### src/rtl/axis_video_crop.sv
// AXI4-Stream video crop: forwards one rectangular window per frame and regenerates SOF/EOL.
// Define CROP_STATUS_EN to add the meas_width/meas_height input-geometry outputs.
module axis_video_crop #(
  parameter int DATA_WIDTH = 16,
  parameter int CNT_WIDTH  = 12
) (
  input  logic                  aclk,
  input  logic                  aresetn,
  input  logic                  aclken,
  input  logic [CNT_WIDTH-1:0]  crop_x,
  input  logic [CNT_WIDTH-1:0]  crop_y,
  input  logic [CNT_WIDTH-1:0]  crop_w,
  input  logic [CNT_WIDTH-1:0]  crop_h,
  input  logic [DATA_WIDTH-1:0] s_axis_video_tdata,
  input  logic                  s_axis_video_tvalid,
  output logic                  s_axis_video_tready,
  input  logic                  s_axis_video_tuser,
  input  logic                  s_axis_video_tlast,
  output logic [DATA_WIDTH-1:0] m_axis_video_tdata,
  output logic                  m_axis_video_tvalid,
  input  logic                  m_axis_video_tready,
  output logic                  m_axis_video_tuser,
  output logic                  m_axis_video_tlast,
  output logic                  err_short_line,
  output logic                  err_sof_early
`ifdef CROP_STATUS_EN
  ,
  output logic [CNT_WIDTH-1:0]  meas_width,
  output logic [CNT_WIDTH-1:0]  meas_height
`endif
);

  typedef enum logic {WAIT_SOF, ACTIVE} state_t;
  localparam logic [CNT_WIDTH-1:0] CNT_MAX = '1;

  state_t                r_state, w_state_nxt;
  logic [CNT_WIDTH-1:0]  r_x, r_y, w_x_nxt, w_y_nxt;
  logic [CNT_WIDTH-1:0]  r_cx, r_cy, r_cw, r_ch;
  logic [DATA_WIDTH-1:0] r_m_tdata;
  logic                  r_m_tvalid, r_m_tuser, r_m_tlast;
  logic                  r_err_short, r_err_sof;

  logic                  w_s_tready, w_accept, w_sof, w_count, w_fwd;
  logic                  w_in_win, w_last_col, w_short, w_err_sof_set;
  logic [CNT_WIDTH-1:0]  w_x, w_y, w_cx, w_cy, w_cw, w_ch, w_x_inc, w_y_inc;
  logic [CNT_WIDTH:0]    w_x_end, w_y_end, w_x_plus1;

  assign w_s_tready = (~r_m_tvalid | m_axis_video_tready) & aclken;
  assign w_accept   = s_axis_video_tvalid & w_s_tready;
  assign w_sof      = w_accept & s_axis_video_tuser;

  // A SOF beat is pixel (0,0) of the new frame and is judged against the configuration it latches.
  assign w_count = w_accept & (s_axis_video_tuser | (r_state == ACTIVE));
  assign w_x     = s_axis_video_tuser ? '0 : r_x;
  assign w_y     = s_axis_video_tuser ? '0 : r_y;
  assign w_cx    = s_axis_video_tuser ? crop_x : r_cx;
  assign w_cy    = s_axis_video_tuser ? crop_y : r_cy;
  assign w_cw    = s_axis_video_tuser ? crop_w : r_cw;
  assign w_ch    = s_axis_video_tuser ? crop_h : r_ch;

  assign w_x_end   = {1'b0, w_cx} + {1'b0, w_cw};
  assign w_y_end   = {1'b0, w_cy} + {1'b0, w_ch};
  assign w_x_plus1 = {1'b0, w_x} + (CNT_WIDTH + 1)'(1);
  assign w_x_inc   = (w_x == CNT_MAX) ? w_x : w_x + CNT_WIDTH'(1);
  assign w_y_inc   = (w_y == CNT_MAX) ? w_y : w_y + CNT_WIDTH'(1);

  assign w_in_win   = (w_x >= w_cx) && ({1'b0, w_x} < w_x_end) &&
                      (w_y >= w_cy) && ({1'b0, w_y} < w_y_end);
  assign w_last_col = (w_x_plus1 == w_x_end);
  assign w_short    = s_axis_video_tlast && (w_x_plus1 < w_x_end);
  assign w_fwd      = w_count & w_in_win;

  assign w_err_sof_set = w_sof && (r_state == ACTIVE) && (r_ch != '0) &&
                         ({1'b0, r_y} < ({1'b0, r_cy} + {1'b0, r_ch}));

  always_comb begin
    // NOTE: every output of this block gets a default first, so no path can infer a latch.
    w_state_nxt = r_state;
    w_x_nxt     = r_x;
    w_y_nxt     = r_y;
    if (w_sof) w_state_nxt = ACTIVE;
    if (w_count) begin
      if (s_axis_video_tlast) begin
        w_x_nxt = '0;
        w_y_nxt = w_y_inc;
      end else begin
        w_x_nxt = w_x_inc;
        w_y_nxt = w_y;
      end
    end
  end

  always_ff @(posedge aclk or negedge aresetn) begin
    if (!aresetn)    r_state <= WAIT_SOF;
    else if (aclken) r_state <= w_state_nxt;
  end

  always_ff @(posedge aclk or negedge aresetn) begin
    if (!aresetn) begin
      r_x         <= '0;
      r_y         <= '0;
      r_cx        <= '0;
      r_cy        <= '0;
      r_cw        <= '0;
      r_ch        <= '0;
      r_m_tdata   <= '0;
      r_m_tvalid  <= 1'b0;
      r_m_tuser   <= 1'b0;
      r_m_tlast   <= 1'b0;
      r_err_short <= 1'b0;
      r_err_sof   <= 1'b0;
    end else if (aclken) begin
      // NOTE: non-blocking assignments so every register samples pre-edge values.
      r_x <= w_x_nxt;
      r_y <= w_y_nxt;
      if (w_sof) begin
        r_cx <= crop_x;
        r_cy <= crop_y;
        r_cw <= crop_w;
        r_ch <= crop_h;
      end
      if (w_fwd) begin
        r_m_tdata  <= s_axis_video_tdata;
        r_m_tvalid <= 1'b1;
        r_m_tuser  <= (w_x == w_cx) && (w_y == w_cy);
        r_m_tlast  <= w_last_col | s_axis_video_tlast;
      end else if (m_axis_video_tready) begin
        r_m_tvalid <= 1'b0;
      end
      if (w_fwd && w_short) r_err_short <= 1'b1;
      if (w_err_sof_set)    r_err_sof   <= 1'b1;
    end
  end

`ifdef CROP_STATUS_EN
  logic                 r_seen_sof;
  logic [CNT_WIDTH-1:0] r_meas_w, r_meas_h;

  always_ff @(posedge aclk or negedge aresetn) begin
    if (!aresetn) begin
      r_seen_sof <= 1'b0;
      r_meas_w   <= '0;
      r_meas_h   <= '0;
    end else if (aclken) begin
      if (w_count && s_axis_video_tlast) r_meas_w <= w_x_inc;
      if (w_sof) begin
        r_seen_sof <= 1'b1;
        if (r_seen_sof) r_meas_h <= r_y;
      end
    end
  end

  assign meas_width  = r_meas_w;
  assign meas_height = r_meas_h;
`else
  // Status measurement disabled: no extra ports or registers.
`endif

  assign s_axis_video_tready = w_s_tready;
  assign m_axis_video_tdata  = r_m_tdata;
  assign m_axis_video_tvalid = r_m_tvalid;
  assign m_axis_video_tuser  = r_m_tuser;
  assign m_axis_video_tlast  = r_m_tlast;
  assign err_short_line      = r_err_short;
  assign err_sof_early       = r_err_sof;

endmodule
### config.mk
export PLATFORM = sky130hd
export DESIGN_NAME = axis_video_crop
export DESIGN_NICKNAME = d
export VERILOG_FILES = /design/src/rtl/axis_video_crop.sv
export SDC_FILE = /design/constraint.sdc
export NUM_CORES = 1
export LEC_CHECK = 0
export CELL_PAD_IN_SITES_DETAIL_PLACEMENT = 1
export CELL_PAD_IN_SITES_GLOBAL_PLACEMENT = 2
export CORE_ASPECT_RATIO = 0.6
export CORE_UTILIZATION = 37
export CTS_CLUSTER_SIZE = 40
export DETAILED_ROUTE_END_ITERATION = 16
export GPL_TIMING_DRIVEN = 0
export PLACE_DENSITY = 0.91
export SYNTH_ARGS = -nofsm -noshare
export SYNTH_HDL_FRONTEND = slang
export SYNTH_SLANG_ARGS = --single-unit
### constraint.sdc
create_clock -name aclk -period 4.34 [get_ports aclk]
set_input_delay 0.434 -clock aclk [delete_from_list [all_inputs] [get_ports aclk]]
set_output_delay 0.434 -clock aclk [all_outputs]
set_load 0.02 [all_outputs]
==> flow_summary_export.csv <==
group,metric,value,unit
setup_path,worstSetupStartpoint,"s_axis_video_tuser",
drt,drt.antenna.violating_nets,0,
setup_path,critPathCaptureType,"register",
clocking,worst_skew_pair.late_latency,0.37,ns
logic_synthesis,ys_ff_latch,94,
timing,clock.fmax,0.2271,GHz
logic_synthesis,syn_inst,792,
setup_path,regToRegSetupSlack,-0.04,ns
grt,grt_remaining_overflow,0,
logic_synthesis,synth_edf_count,0,
setup_path,timing.rr.end,"m_axis_video_tdata[7]$_DFFE_PN0P_",
drt,initialDrtViolationCount,361,
logic_synthesis,mapped_nets,973,
floorplan,die_area,21680,µm²
pwr,totalPowerFinal,4.067,mW
grt,number_of_antenna_violations_at_the_first_check_in_global_routing,1,
setup_path,crit_fanout,10,
timing,finalWorstSetupSlack,-0.06419,ns
placed_design,globalplace.congestion,0.8724,
floorplan,floorplan.die.height,114.5,µm
grt,vias_in_the_first_global_route,6628,
grt,grt_pass1_wl,39.12,mm
timing,drv_slew,0,
floorplan,initial_utilization,0.3837,
final_layout,drive_above_1_share,0.2186,
placed_design,port_buffers,91,
logic_synthesis,post_synth.cell_area_avg,9.845,µm²
setup_path,r2r-start,"r_cy[0]$_DFFE_PN0P_",
drt,vias_per_instance,5.445,
drt,number_of_drc_violations_after_detailed_routing,0,
timing,clock-skew-final,0.01105,ns
logic_synthesis,yosysSeqAreaShare,0.3017,
clocking,clock-root-buffer,"sky130_fd_sc_hd__clkbuf_16",
floorplan,floorplan.io_pins,93,
drt,wl_per_cell,20.82,µm
drt,detail_route.wirelength,25.13,mm
logic_synthesis,number_of_distinct_library_cell_variants_in_the_gate_level_netlist_after_synthesis,62,
logic_synthesis,ys.warnings.count,0,
timing,finalSetupViolCount,17,
logic_synthesis,synthesis.area,7797,µm²
clocking,tritoncts_num_sinks,94,
final_layout,layout_common_cells,"102 x sky130_fd_sc_hd__ha_1, 91 x sky130_fd_sc_hd__dfrtp_1, 85 x sky130_fd_sc_hd__clkdlybuf4s50_1",
clocking,clk_pin_slew_worst_paths,0.07,ns
setup_path,setup.worst_path.class,"in2reg",
run_status,status,"finished, violations left",
setup_path,worst_setup_path_endpoint,"m_axis_video_tdata[7]$_DFFE_PN0P_",
setup_path,start_kind,"input pin",
final_layout,finish.cell_count_without_fillers,1207,
floorplan,std_cell_rows,40,
clocking,number_of_clock_buffers_inserted_by_tritoncts,9,
final_layout,areaGrowthSynthToFinish,28.95,%
pwr,power.density_cell_area,404.5,nW/µm²
timing,worst-slew-pin-transition,0.9710,ns
grt,grt_start_max_net_pins,54,
setup_path,arrival,4.66,ns
setup_path,crit_required,4.59,ns
setup_path,ff2ff_path_depth,21,
run,cap_violations,0,
timing,max-slew-margin-rel,0.3527,
clocking,cts_tree,"yes",
floorplan,floorplan.die.width,189.4,µm
logic_synthesis,ys_async_sr_fraction,1.000,
pwr,vdd.ir_drop.worst,0.0001997,V
timing,fin_crit_sh,1.015,
drt,dr_total_vias,6572,
pwr,power.leakage,4.702,nW
run_status,failed_checks,"setup timing",
placed_design,dpl_worst_slack,-0.9352,ns
logic_synthesis,synth_top_flop_cell,"sky130_fd_sc_hd__dfrtp_1",
worst_hold_path,hp-class,"in2async",
floorplan,core-area,20320,µm²
timing,shortest_period_the_worst_path_allows,4.404,ns
drt,drt_pass_1_iters,5,
clocking,htree_levels,3,
placed_design,place_hpwl,18.90,mm
clocking,cts.path.max_buffers,2,
grt,gr-usage-all-layers,0.2409,
timing,timing.final.hold_violations,0,
placed_design,placedCellCount,1157,
final_layout,nNetsFinal,1109,
final_layout,layout.cells.most_common,"sky130_fd_sc_hd__ha_1",
timing,setup_repair_after_global_routing_missed_its_margin,"true",
## worst min path at each step
| stage | start | depth (start not counted) | to | slack [ns] |
|---|---|---|---|---|
| after floorplan | aresetn | 0 | err_short_line$_DFFE_PN0P_ | 0.14 |
| after global placement | err_sof_early$_DFFE_PN0P_ | 1 | err_sof_early$_DFFE_PN0P_ | 0.44 |
| after detailed placement | err_sof_early$_DFFE_PN0P_ | 1 | err_sof_early$_DFFE_PN0P_ | 0.45 |
| after CTS | aresetn | 1 | r_ch[8]$_DFFE_PN0P_ | 0.1 |
| after global routing | aresetn | 1 | r_ch[10]$_DFFE_PN0P_ | 0.13 |
| final | aresetn | 1 | r_cy[9]$_DFFE_PN0P_ | 0.08 |
## metal layers
layer  part of all wire  vias to the layer above  track usage
met2               0.38                      170       0.3158
met5                  0                        -            0
met1               0.55                     3254       0.3826
met3              0.067                       10      0.06589
li1                   -                     3138            -
met4             0.0062                        0      0.04301
## where the power goes
part           total, mW  internal, mW  leakage (nW)  switching, mW
Sequential          1.11          1.00          1.19          0.104
Combinational       2.05         0.961          3.37           1.09
Clock              0.909         0.508         0.146          0.401
## worst max-delay path, cell delays in order
cell and delay (ns):
sky130_fd_sc_hd__clkbuf_16 0.15, sky130_fd_sc_hd__clkbuf_16 0.18, sky130_fd_sc_hd__mux2_4 0.32, sky130_fd_sc_hd__ha_4 0.17
sky130_fd_sc_hd__inv_2 0.06, sky130_fd_sc_hd__fa_2 0.22, sky130_fd_sc_hd__nor2b_2 0.05, sky130_fd_sc_hd__o21ai_2 0.19
sky130_fd_sc_hd__a21o_1 0.23, sky130_fd_sc_hd__a21oi_2 0.09, sky130_fd_sc_hd__a21o_1 0.20, sky130_fd_sc_hd__a21oi_2 0.13
sky130_fd_sc_hd__xor2_1 0.19, sky130_fd_sc_hd__ha_1 0.29, sky130_fd_sc_hd__buf_4 0.15, sky130_fd_sc_hd__nand4_1 0.09
sky130_fd_sc_hd__nor3_1 0.05, sky130_fd_sc_hd__a21o_1 0.19, sky130_fd_sc_hd__a2111o_1 0.48, sky130_fd_sc_hd__a21oi_4 0.20
sky130_fd_sc_hd__buf_6 0.13, sky130_fd_sc_hd__buf_8 0.12, sky130_fd_sc_hd__mux2_4 0.30
## flip-flops by register name, summed over array words and instances, names as in the netlist
register and count:
m_axis_video_tvalid 1, r_y 12, r_cy 12, r_ch 12, r_cw 12, err_short_line 1
err_sof_early 1, m_axis_video_tlast 1, m_axis_video_tuser 1, m_axis_video_tdata 16, r_x 12, r_cx 12
r_state 1
## cells by family (layout without fill, tap and decap cells)
kind of cell | after synthesis | after routing | share of synthesized area
muxes | 114 | 114 | 0.1690
and+or+nand+nor | 183 | 183 | 0.1186
other | 0 | 1 | 0
buffers and inverters | 78 | 219 | 0.03963
DFF | 94 | 94 | 0.3017
xor gates and xnor gates | 49 | 49 | 0.05504
adders and majority gates | 110 | 110 | 0.1794
AOI/OAI and AO/OA | 164 | 164 | 0.1367
## layout make-up
type                       count  area (µm²)
inverter                      54       202.7
sequential                    94        2356
fill                        2287       10260
clock buffer                  11       232.7
multi-input combinational    620        5368
clock inverter                 5       83.83
timing repair buffer         127        1247
tap                          273       341.6
antenna                        1       2.502
buffer                        22       220.2
## through the flow
step / area, µm² / TNS [ns] / hold WS, ns / util
detailed placement: 9301 / -17.86 / 0.4480 / 0.4578
CTS: 9837 / -0.4800 / 0.09825 / 0.4841
global route: 10050 / -3.445 / 0.1294 / 0.4948
floorplan: 8024 / -2.212 / 0.1384 / -
global placement: 9276 / -117.81 / 0.4413 / 0.4565
finish: 10050 / -0.8717 / 0.07916 / 0.4948
## what timing repair did
action,4_1_cts,5_1_grt
pin swaps,15,22
setup endpoints to repair,20,21
hold buffers,0,0
setup buffers,17,15
gates resized for setup,24,21
cloned,3,0
## cell usage after synthesis (2+ instances only)
| library cell | number | area share |
|---|---|---|
| sky130_fd_sc_hd__xor2_1 | 28 | 0.031 |
| sky130_fd_sc_hd__mux2_4 | 17 | 0.033 |
| sky130_fd_sc_hd__o211ai_1 | 12 | 0.012 |
| sky130_fd_sc_hd__fa_1 | 3 | 0.0077 |
| sky130_fd_sc_hd__o21bai_1 | 6 | 0.0058 |
| sky130_fd_sc_hd__clkbuf_1 | 17 | 0.0082 |
| sky130_fd_sc_hd__inv_1 | 54 | 0.026 |
| sky130_fd_sc_hd__mux2i_1 | 24 | 0.031 |
| sky130_fd_sc_hd__o31ai_1 | 2 | 0.0019 |
| sky130_fd_sc_hd__and2_1 | 2 | 0.0016 |
| sky130_fd_sc_hd__buf_6 | 2 | 0.0029 |
| sky130_fd_sc_hd__or2_2 | 4 | 0.0032 |
| sky130_fd_sc_hd__a21o_1 | 19 | 0.018 |
| sky130_fd_sc_hd__nor2_1 | 43 | 0.021 |
| sky130_fd_sc_hd__nor4_1 | 4 | 0.0032 |
| sky130_fd_sc_hd__nor2b_1 | 18 | 0.014 |
| sky130_fd_sc_hd__nand4_1 | 10 | 0.0080 |
| sky130_fd_sc_hd__a211oi_1 | 9 | 0.0087 |
| sky130_fd_sc_hd__dfrtp_1 | 94 | 0.30 |
| sky130_fd_sc_hd__buf_1 | 4 | 0.0019 |
| sky130_fd_sc_hd__and4_1 | 2 | 0.0022 |
| sky130_fd_sc_hd__nor3_1 | 11 | 0.0071 |
| sky130_fd_sc_hd__ha_1 | 107 | 0.17 |
| sky130_fd_sc_hd__and3_1 | 5 | 0.0040 |
| sky130_fd_sc_hd__xnor2_1 | 21 | 0.024 |
| sky130_fd_sc_hd__a21oi_1 | 46 | 0.030 |
| sky130_fd_sc_hd__a21boi_0 | 2 | 0.0019 |
| sky130_fd_sc_hd__mux2_2 | 73 | 0.11 |
| sky130_fd_sc_hd__nand2b_1 | 12 | 0.0096 |
| sky130_fd_sc_hd__a221o_1 | 2 | 0.0026 |
| sky130_fd_sc_hd__o21a_1 | 2 | 0.0019 |
| sky130_fd_sc_hd__or3_1 | 2 | 0.0016 |
| sky130_fd_sc_hd__nand3_1 | 20 | 0.013 |
| sky130_fd_sc_hd__a31oi_1 | 4 | 0.0032 |
| sky130_fd_sc_hd__nand2_1 | 41 | 0.020 |
| sky130_fd_sc_hd__o21ai_0 | 41 | 0.026 |
| sky130_fd_sc_hd__o41ai_1 | 3 | 0.0034 |
| sky130_fd_sc_hd__nor3b_1 | 2 | 0.0019 |
Power figures use the tool's default switching activity.
